<file path="src/rtl/arm_pkg.sv">
// Shared encodings for the ARM pipeline: ALU commands, shift types,
// forwarding selects, status bit positions and the EX/MEM boundary record.
package arm_pkg;

  localparam logic [3:0] EXEC_MOV = 4'b0001;
  localparam logic [3:0] EXEC_ADD = 4'b0010;
  localparam logic [3:0] EXEC_ADC = 4'b0011;
  localparam logic [3:0] EXEC_SUB = 4'b0100;
  localparam logic [3:0] EXEC_SBC = 4'b0101;
  localparam logic [3:0] EXEC_AND = 4'b0110;
  localparam logic [3:0] EXEC_ORR = 4'b0111;
  localparam logic [3:0] EXEC_EOR = 4'b1000;
  localparam logic [3:0] EXEC_MVN = 4'b1001;

  localparam logic [1:0] SHIFT_LSL = 2'b00;
  localparam logic [1:0] SHIFT_LSR = 2'b01;
  localparam logic [1:0] SHIFT_ASR = 2'b10;
  localparam logic [1:0] SHIFT_ROR = 2'b11;

  localparam logic [1:0] FWD_REG = 2'b00;
  localparam logic [1:0] FWD_MEM = 2'b01;
  localparam logic [1:0] FWD_WB  = 2'b10;

  localparam int ST_N = 3;
  localparam int ST_Z = 2;
  localparam int ST_C = 1;
  localparam int ST_V = 0;

  typedef struct packed {
    logic [31:0] alu_res;
    logic [31:0] st_val;
    logic [3:0]  dest;
    logic        wb_en;
    logic        mem_r_en;
    logic        mem_w_en;
  } exmem_t;

endpackage

</file>
<file path="src/rtl/val2_generator.sv">
// Second-operand generator: rotated immediate, 12-bit memory offset, or
// shifted register. A zero shift amount leaves the register unshifted.
module val2_generator
  import arm_pkg::*;
(
  input  logic        imm,
  input  logic        mem_en,
  input  logic [11:0] shift_operand,
  input  logic [31:0] rm_f,
  output logic [31:0] val2
);

  logic [63:0] imm_dbl, rm_dbl;
  logic [4:0]  amt;

  assign amt     = shift_operand[11:7];
  // Rotations are done by shifting a doubled word and keeping the low half.
  assign imm_dbl = {2{24'b0, shift_operand[7:0]}} >> {shift_operand[11:8], 1'b0};
  assign rm_dbl  = {rm_f, rm_f} >> amt;

  always_comb begin
    val2 = rm_f;
    if (imm) begin
      val2 = imm_dbl[31:0];
    end else if (mem_en) begin
      val2 = {20'b0, shift_operand};
    end else begin
      case (shift_operand[6:5])
        SHIFT_LSL: val2 = rm_f << amt;
        SHIFT_LSR: val2 = rm_f >> amt;
        SHIFT_ASR: val2 = $unsigned($signed(rm_f) >>> amt);
        default:   val2 = rm_dbl[31:0];
      endcase
    end
  end

endmodule

</file>
<file path="src/rtl/exe_stage.sv">
// Execute stage: operand forwarding, Val2, ALU with NZCV flags, branch
// target, status register and the EX/MEM pipeline register.
module exe_stage
  import arm_pkg::*;
#(
  parameter int WIDTH = 32
) (
  input  logic             clk,
  input  logic             rst,
  input  logic             freeze,
  input  logic [WIDTH-1:0] pc_in,
  input  logic             mem_r_en_in,
  input  logic             mem_w_en_in,
  input  logic             wb_en_in,
  input  logic             status_w_en_in,
  input  logic             branch_taken_in,
  input  logic             imm_in,
  input  logic [3:0]       exec_cmd_in,
  input  logic [WIDTH-1:0] val_rn_in,
  input  logic [WIDTH-1:0] val_rm_in,
  input  logic [23:0]      signed_immed_24_in,
  input  logic [3:0]       dest_in,
  input  logic [11:0]      shift_operand_in,
  input  logic             carry_in,
  input  logic [1:0]       fwd_sel_src1,
  input  logic [1:0]       fwd_sel_src2,
  input  logic [WIDTH-1:0] mem_fwd_val,
  input  logic [WIDTH-1:0] wb_fwd_val,
  output logic             branch_taken,
  output logic [WIDTH-1:0] branch_addr,
  output logic [3:0]       status,
  output logic [WIDTH-1:0] alu_res,
  output logic [WIDTH-1:0] st_val,
  output logic [3:0]       dest,
  output logic             wb_en,
  output logic             mem_r_en,
  output logic             mem_w_en
);

  logic [31:0] op1, rm_f, val2, res;
  logic [32:0] sum;
  logic        fn, fz, fc, fv;
  exmem_t      exmem_q;

  always_comb begin
    case (fwd_sel_src1)
      FWD_MEM: op1 = mem_fwd_val;
      FWD_WB:  op1 = wb_fwd_val;
      default: op1 = val_rn_in;
    endcase
    case (fwd_sel_src2)
      FWD_MEM: rm_f = mem_fwd_val;
      FWD_WB:  rm_f = wb_fwd_val;
      default: rm_f = val_rm_in;
    endcase
  end

  val2_generator u_val2 (
    .imm           (imm_in),
    .mem_en        (mem_r_en_in | mem_w_en_in),
    .shift_operand (shift_operand_in),
    .rm_f          (rm_f),
    .val2          (val2)
  );

  // Subtraction runs as op1 + ~val2 + cin so bit 32 is the ARM no-borrow carry.
  always_comb begin
    sum = '0;
    res = '0;
    fc  = status[ST_C];
    fv  = status[ST_V];
    case (exec_cmd_in)
      EXEC_MOV: res = val2;
      EXEC_MVN: res = ~val2;
      EXEC_ADD, EXEC_ADC: begin
        sum = {1'b0, op1} + {1'b0, val2} + {32'b0, (exec_cmd_in == EXEC_ADC) & carry_in};
        res = sum[31:0];
        fc  = sum[32];
        fv  = (op1[31] == val2[31]) && (res[31] != op1[31]);
      end
      EXEC_SUB, EXEC_SBC: begin
        sum = {1'b0, op1} + {1'b0, ~val2} + {32'b0, (exec_cmd_in == EXEC_SUB) | carry_in};
        res = sum[31:0];
        fc  = sum[32];
        fv  = (op1[31] != val2[31]) && (res[31] != op1[31]);
      end
      EXEC_AND: res = op1 & val2;
      EXEC_ORR: res = op1 | val2;
      EXEC_EOR: res = op1 ^ val2;
      default:  res = '0;
    endcase
    fn = res[31];
    fz = (res == 32'b0);
  end

  assign branch_taken = branch_taken_in;
  assign branch_addr  = pc_in + {{6{signed_immed_24_in[23]}}, signed_immed_24_in, 2'b00};

  always_ff @(posedge clk or posedge rst) begin
    if (rst) begin
      status  <= '0;
      exmem_q <= '0;
    end else if (!freeze) begin
      if (status_w_en_in) status <= {fn, fz, fc, fv};
      exmem_q <= '{alu_res: res, st_val: rm_f, dest: dest_in,
                   wb_en: wb_en_in, mem_r_en: mem_r_en_in, mem_w_en: mem_w_en_in};
    end
  end

  assign alu_res  = exmem_q.alu_res;
  assign st_val   = exmem_q.st_val;
  assign dest     = exmem_q.dest;
  assign wb_en    = exmem_q.wb_en;
  assign mem_r_en = exmem_q.mem_r_en;
  assign mem_w_en = exmem_q.mem_w_en;

endmodule

</file>
<file path="config.mk">
export PLATFORM = sky130hd
export DESIGN_NAME = exe_stage
export DESIGN_NICKNAME = d
export VERILOG_FILES = /design/src/rtl/arm_pkg.sv /design/src/rtl/val2_generator.sv /design/src/rtl/exe_stage.sv
export SDC_FILE = /design/constraint.sdc
export NUM_CORES = 1
export LEC_CHECK = 0
export BUFFER_PORTS_ARGS = -buffer_cell sky130_fd_sc_hd__buf_4
export CELL_PAD_IN_SITES_DETAIL_PLACEMENT = 1
export CELL_PAD_IN_SITES_GLOBAL_PLACEMENT = 2
export CORE_MARGIN = 4
export CORE_UTILIZATION = 33
export DETAILED_ROUTE_END_ITERATION = 7
export HOLD_SLACK_MARGIN = 0.02
export PLACE_DENSITY = 0.91
export SYNTH_ARGS = -nofsm -noshare
export SYNTH_HDL_FRONTEND = slang
export SYNTH_SLANG_ARGS = --single-unit
export TNS_END_PERCENT = 1
</file>
<file path="constraint.sdc">
create_clock -name clk -period 4.9 [get_ports clk]
set_input_delay 0.98 -clock clk [delete_from_list [all_inputs] [get_ports clk]]
set_output_delay 0.98 -clock clk [all_outputs]
set_load 0.05 [all_outputs]
</file>
==> metrics, run 1 <==
CTS buffer count 9; global-route wire length before repair ~250000 um; sequential fraction of the synthesis area 10.9%; initial core utilization between 30 and 40%; number of distinct library cells after synthesis 87; Post-synth EDFFs 0; clock tree root buffer cell clkbuf_16; Stop Error [ERROR GRT-0116] Global routing finished with congestion. Check the congestion regions in the DRC Viewer.; gpl congestion around 1.3; Cell Area, Synth between 15000 and 20000 sq um; gr usage total between 50% and 60%; Die W roughly 240 um; clk sink count 75; Die Height between 200 and 250 um; largest net degree at the start of global routing 83; syn nets about 2700; deepest clock path buffer count 2; Placement Setup Slack -3.44 ns; detailed placer's ending HPWL between 100000 and 150000 um; IO buf count roughly 320; Yosys warning count 0; # hold bufs at CTS 0; Syn Inst Count around 2300; H-tree Lvls 3; dpl cell area around 27000 sq um; vias in the first global route 34600; site row count 83; placed cells just over 4000; stage where the run ended global routing (5_1_grt); outcome did not finish; #FFs+latches synth 75; Most used DFF post-synth dfrtp_1; Synth Area per Inst about 7.4 sq um; Post-synth ARST share 100%; # IOs around 330; GR Overflow Total 2
## Yosys cell counts, types with 16 or more instances
cell type / instances / area [sq um]
a221oi_1: 38 / 333
a31oi_1: 33 / 206
nand2b_1: 28 / 175
mux2i_1: 69 / 691
o221ai_1: 20 / 175
o21a_1: 18 / 135
a22oi_1: 68 / 510
o31ai_1: 19 / 143
o21ai_0: 186 / 931
nand2_1: 202 / 758
nand3_1: 55 / 275
dfrtp_1: 75 / 1880
a211oi_1: 40 / 300
a21oi_1: 155 / 776
o211ai_1: 43 / 323
inv_1: 123 / 462
clkbuf_1: 126 / 473
buf_1: 16 / 60.1
ha_1: 131 / 1640
o22ai_1: 34 / 213
a221o_1: 16 / 160
nor2_1: 205 / 769
nor3_1: 61 / 305
a22o_1: 27 / 236
buf_2: 27 / 135
o21bai_1: 17 / 128
mux4_2: 57 / 1280
mux2_2: 37 / 417
a21o_1: 31 / 233
nor2b_1: 28 / 175
or2_2: 17 / 106
xnor2_1: 44 / 385
## layer usage
| metal | overflow | GRT usage (%) |
|---|---|---|
| met1 | 0 | 59.5 |
| met2 | 0 | 76.1 |
| met3 | 0 | 45.6 |
| met4 | 2 | 55.2 |
| met5 | 0 | 29.6 |
## logic make-up after synthesis
kind of cell / count (synthesis) / synth area share, %
compound gates: 903 / 36.5
xor+xnor: 54 / 2.75
fa+ha+maj: 136 / 10.1
buf+inv: 310 / 7.22
flops: 75 / 10.9
mux: 163 / 13.9
simple gates: 690 / 18.6
## timing repair
item	4_1_cts
endpoints found under the setup margin	45
resized for setup	126
setup buffers	15
pin swaps	37
gates cloned	1
## stage by stage
step | util (%) | setup TNS (ns)
2_1_floorplan | - | -29.40
3_3_place_gp | 51.9 | -72.57
3_5_place_dp | 51.9 | -84.06
4_1_cts | 54.0 | -53.50
==> inputs of run 2 (changes only) <==
CELL_PAD_IN_SITES_DETAIL_PLACEMENT = not set   (was 1)
CELL_PAD_IN_SITES_GLOBAL_PLACEMENT = not set   (was 2)
CORE_UTILIZATION = 40   (was 33)
HOLD_SLACK_MARGIN = not set   (was 0.02)
PLACE_DENSITY = not set   (was 0.91)
PLACE_DENSITY_LB_ADDON = 0.15   (was not set)
==> run 2 against run 1 <==
  * The flow now finishes, with violations (DRC, setup timing)
  * Synthesized area is the same
  * Synthesized cell count is the same
==> metrics, run 2 <==
most common cell in the synthesized netlist nor2_1; worst vdd ir around 0.31 mV; combinational share of power between 70% and 80%; full die area 46400 sq um; n_diodes 0; gpl congestion 1.14 (-15%); CTS buffer count 9 (unchanged); Core Util, Final about two thirds; largest net degree at the start of global routing 83; vias per cell 6.50; vias in the first global route about 26000; gr usage total approximately 46%; Max Slew Vio Count 0; internal power 3390 uW; Post-Synth XOR/XNOR Area 2.75% (unchanged); H-tree Lvls 3 (unchanged); CP Launch Type primary input; critical path class in2reg; number of distinct library cells after synthesis 87 (unchanged); setup TNS -52.73 ns; final setup vio count 39; simple-gate portion of the synthesized area 18.6% (unchanged); DR WL/cell 27.9 um; Net Sw Frac between 40% and 50%; Die Height 215 um (-8.9%); clk slew on worst S/H paths roughly 0.070 ns; outcome finished with violations; IO buf count 319 (unchanged); setup ws final -2.59 ns; Post-synth ARST share 100% (unchanged); ANT nets after route 0; syn nets 2685 (unchanged); failing checks DRC, setup timing; Cell Area, Synth 17200 sq um (unchanged); area leader, netlist dfrtp_1; Slew headroom between 30% and 40%; Power Total ~6800 uW; Synth area leaders dfrtp_1 11%, ha_1 9.5%, mux4_2 7.5%, o21ai_0 5.4%, a21oi_1 4.5%; core area 42200 sq um; commonest non-fill, non-tap cells in the layout 1269 x buf_4, 200 x nand2_1, 200 x nor2_1; compound-cell area share of the yosys netlist 36.5% (unchanged); fin crit share 153%; clock power share between 10% and 20%; largest family of logic cells by synthesized area compound AO/OA/AOI/OAI gates; crit path time final ~7.5 ns; # IOs 326 (unchanged); clk sink count 75 (unchanged); Synth Area per Inst 7.38 sq um (unchanged); signal arrival time at the worst endpoint ~7.8 ns; measured slew at the worst slew-check pin just over 1 ns; Reg area around 1900 sq um; # hold bufs at CTS 0 (unchanged); # DRC 18; initial antenna violation count 0; max cap viols 0; most common cell after layout, fill and taps aside buf_4; CP max stage delay around 0.56 ns; CTS tree built; multi-input logic area between 10000 and 15000 sq um; most used cell, CP buf_4; Post-Synth Adder-Cell Area 10.1% (unchanged); sequential fraction of the synthesis area 10.9% (unchanged); initial core utilization 40.8% (+7.3 points); layout cells sized above 1 between 40 and 50%; drt first pass iters 8; Worst Hold Class reg2reg; GR Overflow Total 0; nets 3816; Post-synth EDFFs 0 (unchanged); post-synthesis mux area share 13.9% (unchanged); #FFs+latches synth 75 (unchanged); Critical Path RT about 5.2 ns; dpl cell area 26800 sq um (+0.14%); Setup crit end kind flop; RSZ-0062 raised after global routing yes; site row count 75 (-9.6%); count of final hold-check violations 0; Setup Skew 0 ns; CP Max Fanout 9; Pwr per Cell Area 239 nW/um^2; sequential power share 11.7%; Finished Cell Area 28300 sq um; Hold WS ~0.5 ns; Leakage Power roughly 0.013 uW; FILL cells roughly 3500; Clk Latency, worst-skew pair 0.39 ns; P_sw 3390 uW; clock tree root buffer cell clkbuf_16; Commonest cells post-synth 205 x nor2_1, 202 x nand2_1, 186 x o21ai_0; Syn Inst Count 2331 (unchanged); global-route wire length before repair 162000 um; DRT iter0 DRCs roughly 3400; Yosys warning count 0 (unchanged); FF-to-FF setup slack roughly 4.0 ns; slowest cell on the critical path mux4_2; share of the synthesized area in the top cell type 10.9% (unchanged); deepest clock path buffer count 2 (unchanged); Most used DFF post-synth dfrtp_1; FMAX around 130 MHz; Synth-to-Final Area Change 64.5%; detailed placer's ending HPWL 91000 um (-9.1%); DR vias ~26000; final wirelength ~110000 um; Die W 215 um (-8.9%)
==> run 2: cell counts after synthesis <==
No cell type changed its count.
==> run 2: final cells by class <==
class	count	area share [%]
flip-flops and latches	75	6.63
well taps	539	2.38
inverters	132	1.80
clock buffers	10	0.844
repair buffers	1298	35.5
multi-input cells	1946	52.6
clock inverters	5	0.221
==> run 2: stage by stage <==
step,worst slack [ns],std cells
2_1_floorplan,-1.75,2331
3_5_place_dp,-3.19,3942
5_1_grt,-2.75,4005
3_3_place_gp,-3.16,3942
6_report,-2.59,4005
4_1_cts,-2.34,3997
==> run 2: worst paths after layout <==
check,start,end,cells after the start
min reg2reg,st_val[17],st_val[17],2
max reg2reg,alu_res[11],alu_res[11],2
max in group asynchronous,rst,alu_res[28],3
min,st_val[17],st_val[17],2
max,fwd_sel_src2[0],status[2],29
min in group asynchronous,rst,dest[1],2
==> run 2: repair_timing <==
item,4_1_cts,5_1_grt
gates cloned,3,1
setup buffers,37,9
resized for setup,131,46
endpoints found under the hold margin,0,0
pin swaps,53,38
endpoints found under the setup margin,44,45
==> run 2: critical path: cells and delay by family <==
kind | cells | cell delay (ns)
adders and majority gates | 2 | 0.60
buffers and inverters | 7 | 1.01
muxes | 2 | 0.90
and+or+nand+nor | 8 | 1.83
AOI/OAI and AO/OA | 10 | 2.40
==> run 2: power groups by stage <==
| stage | registers (uW) | clock network, uW | logic (uW) |
|---|---|---|---|
| after detailed placement | 803 | 0 | 4790 |
| after global placement | 794 | 0 | 4730 |
| after CTS | 791 | 749 | 5010 |
| after global routing | 806 | 773 | 5450 |
| after floorplan | 1170 | 0 | 2010 |
| final | 794 | 741 | 5240 |
==> run 2: logic make-up after synthesis <==
kind of cell | Yosys count
XOR/XNOR | 54
AO/OA/AOI/OAI | 903
flip-flops | 75
adder cells (fa/ha/maj) | 136
multiplexers | 163
AND/OR/NAND/NOR | 690
buffers and inverters | 310
==> run 2: routing by layer <==
layer | vias up | GRT usage [%] | wire length, um
li1 | 11200 | - | -
met1 | 12300 | 54.8 | 39700
met2 | 1949 | 70.6 | 48100
met3 | 603 | 13.1 | 13600
met4 | 0 | 32.8 | 10400
met5 | - | 0 | 0
(Power assumes the default switching activity.)
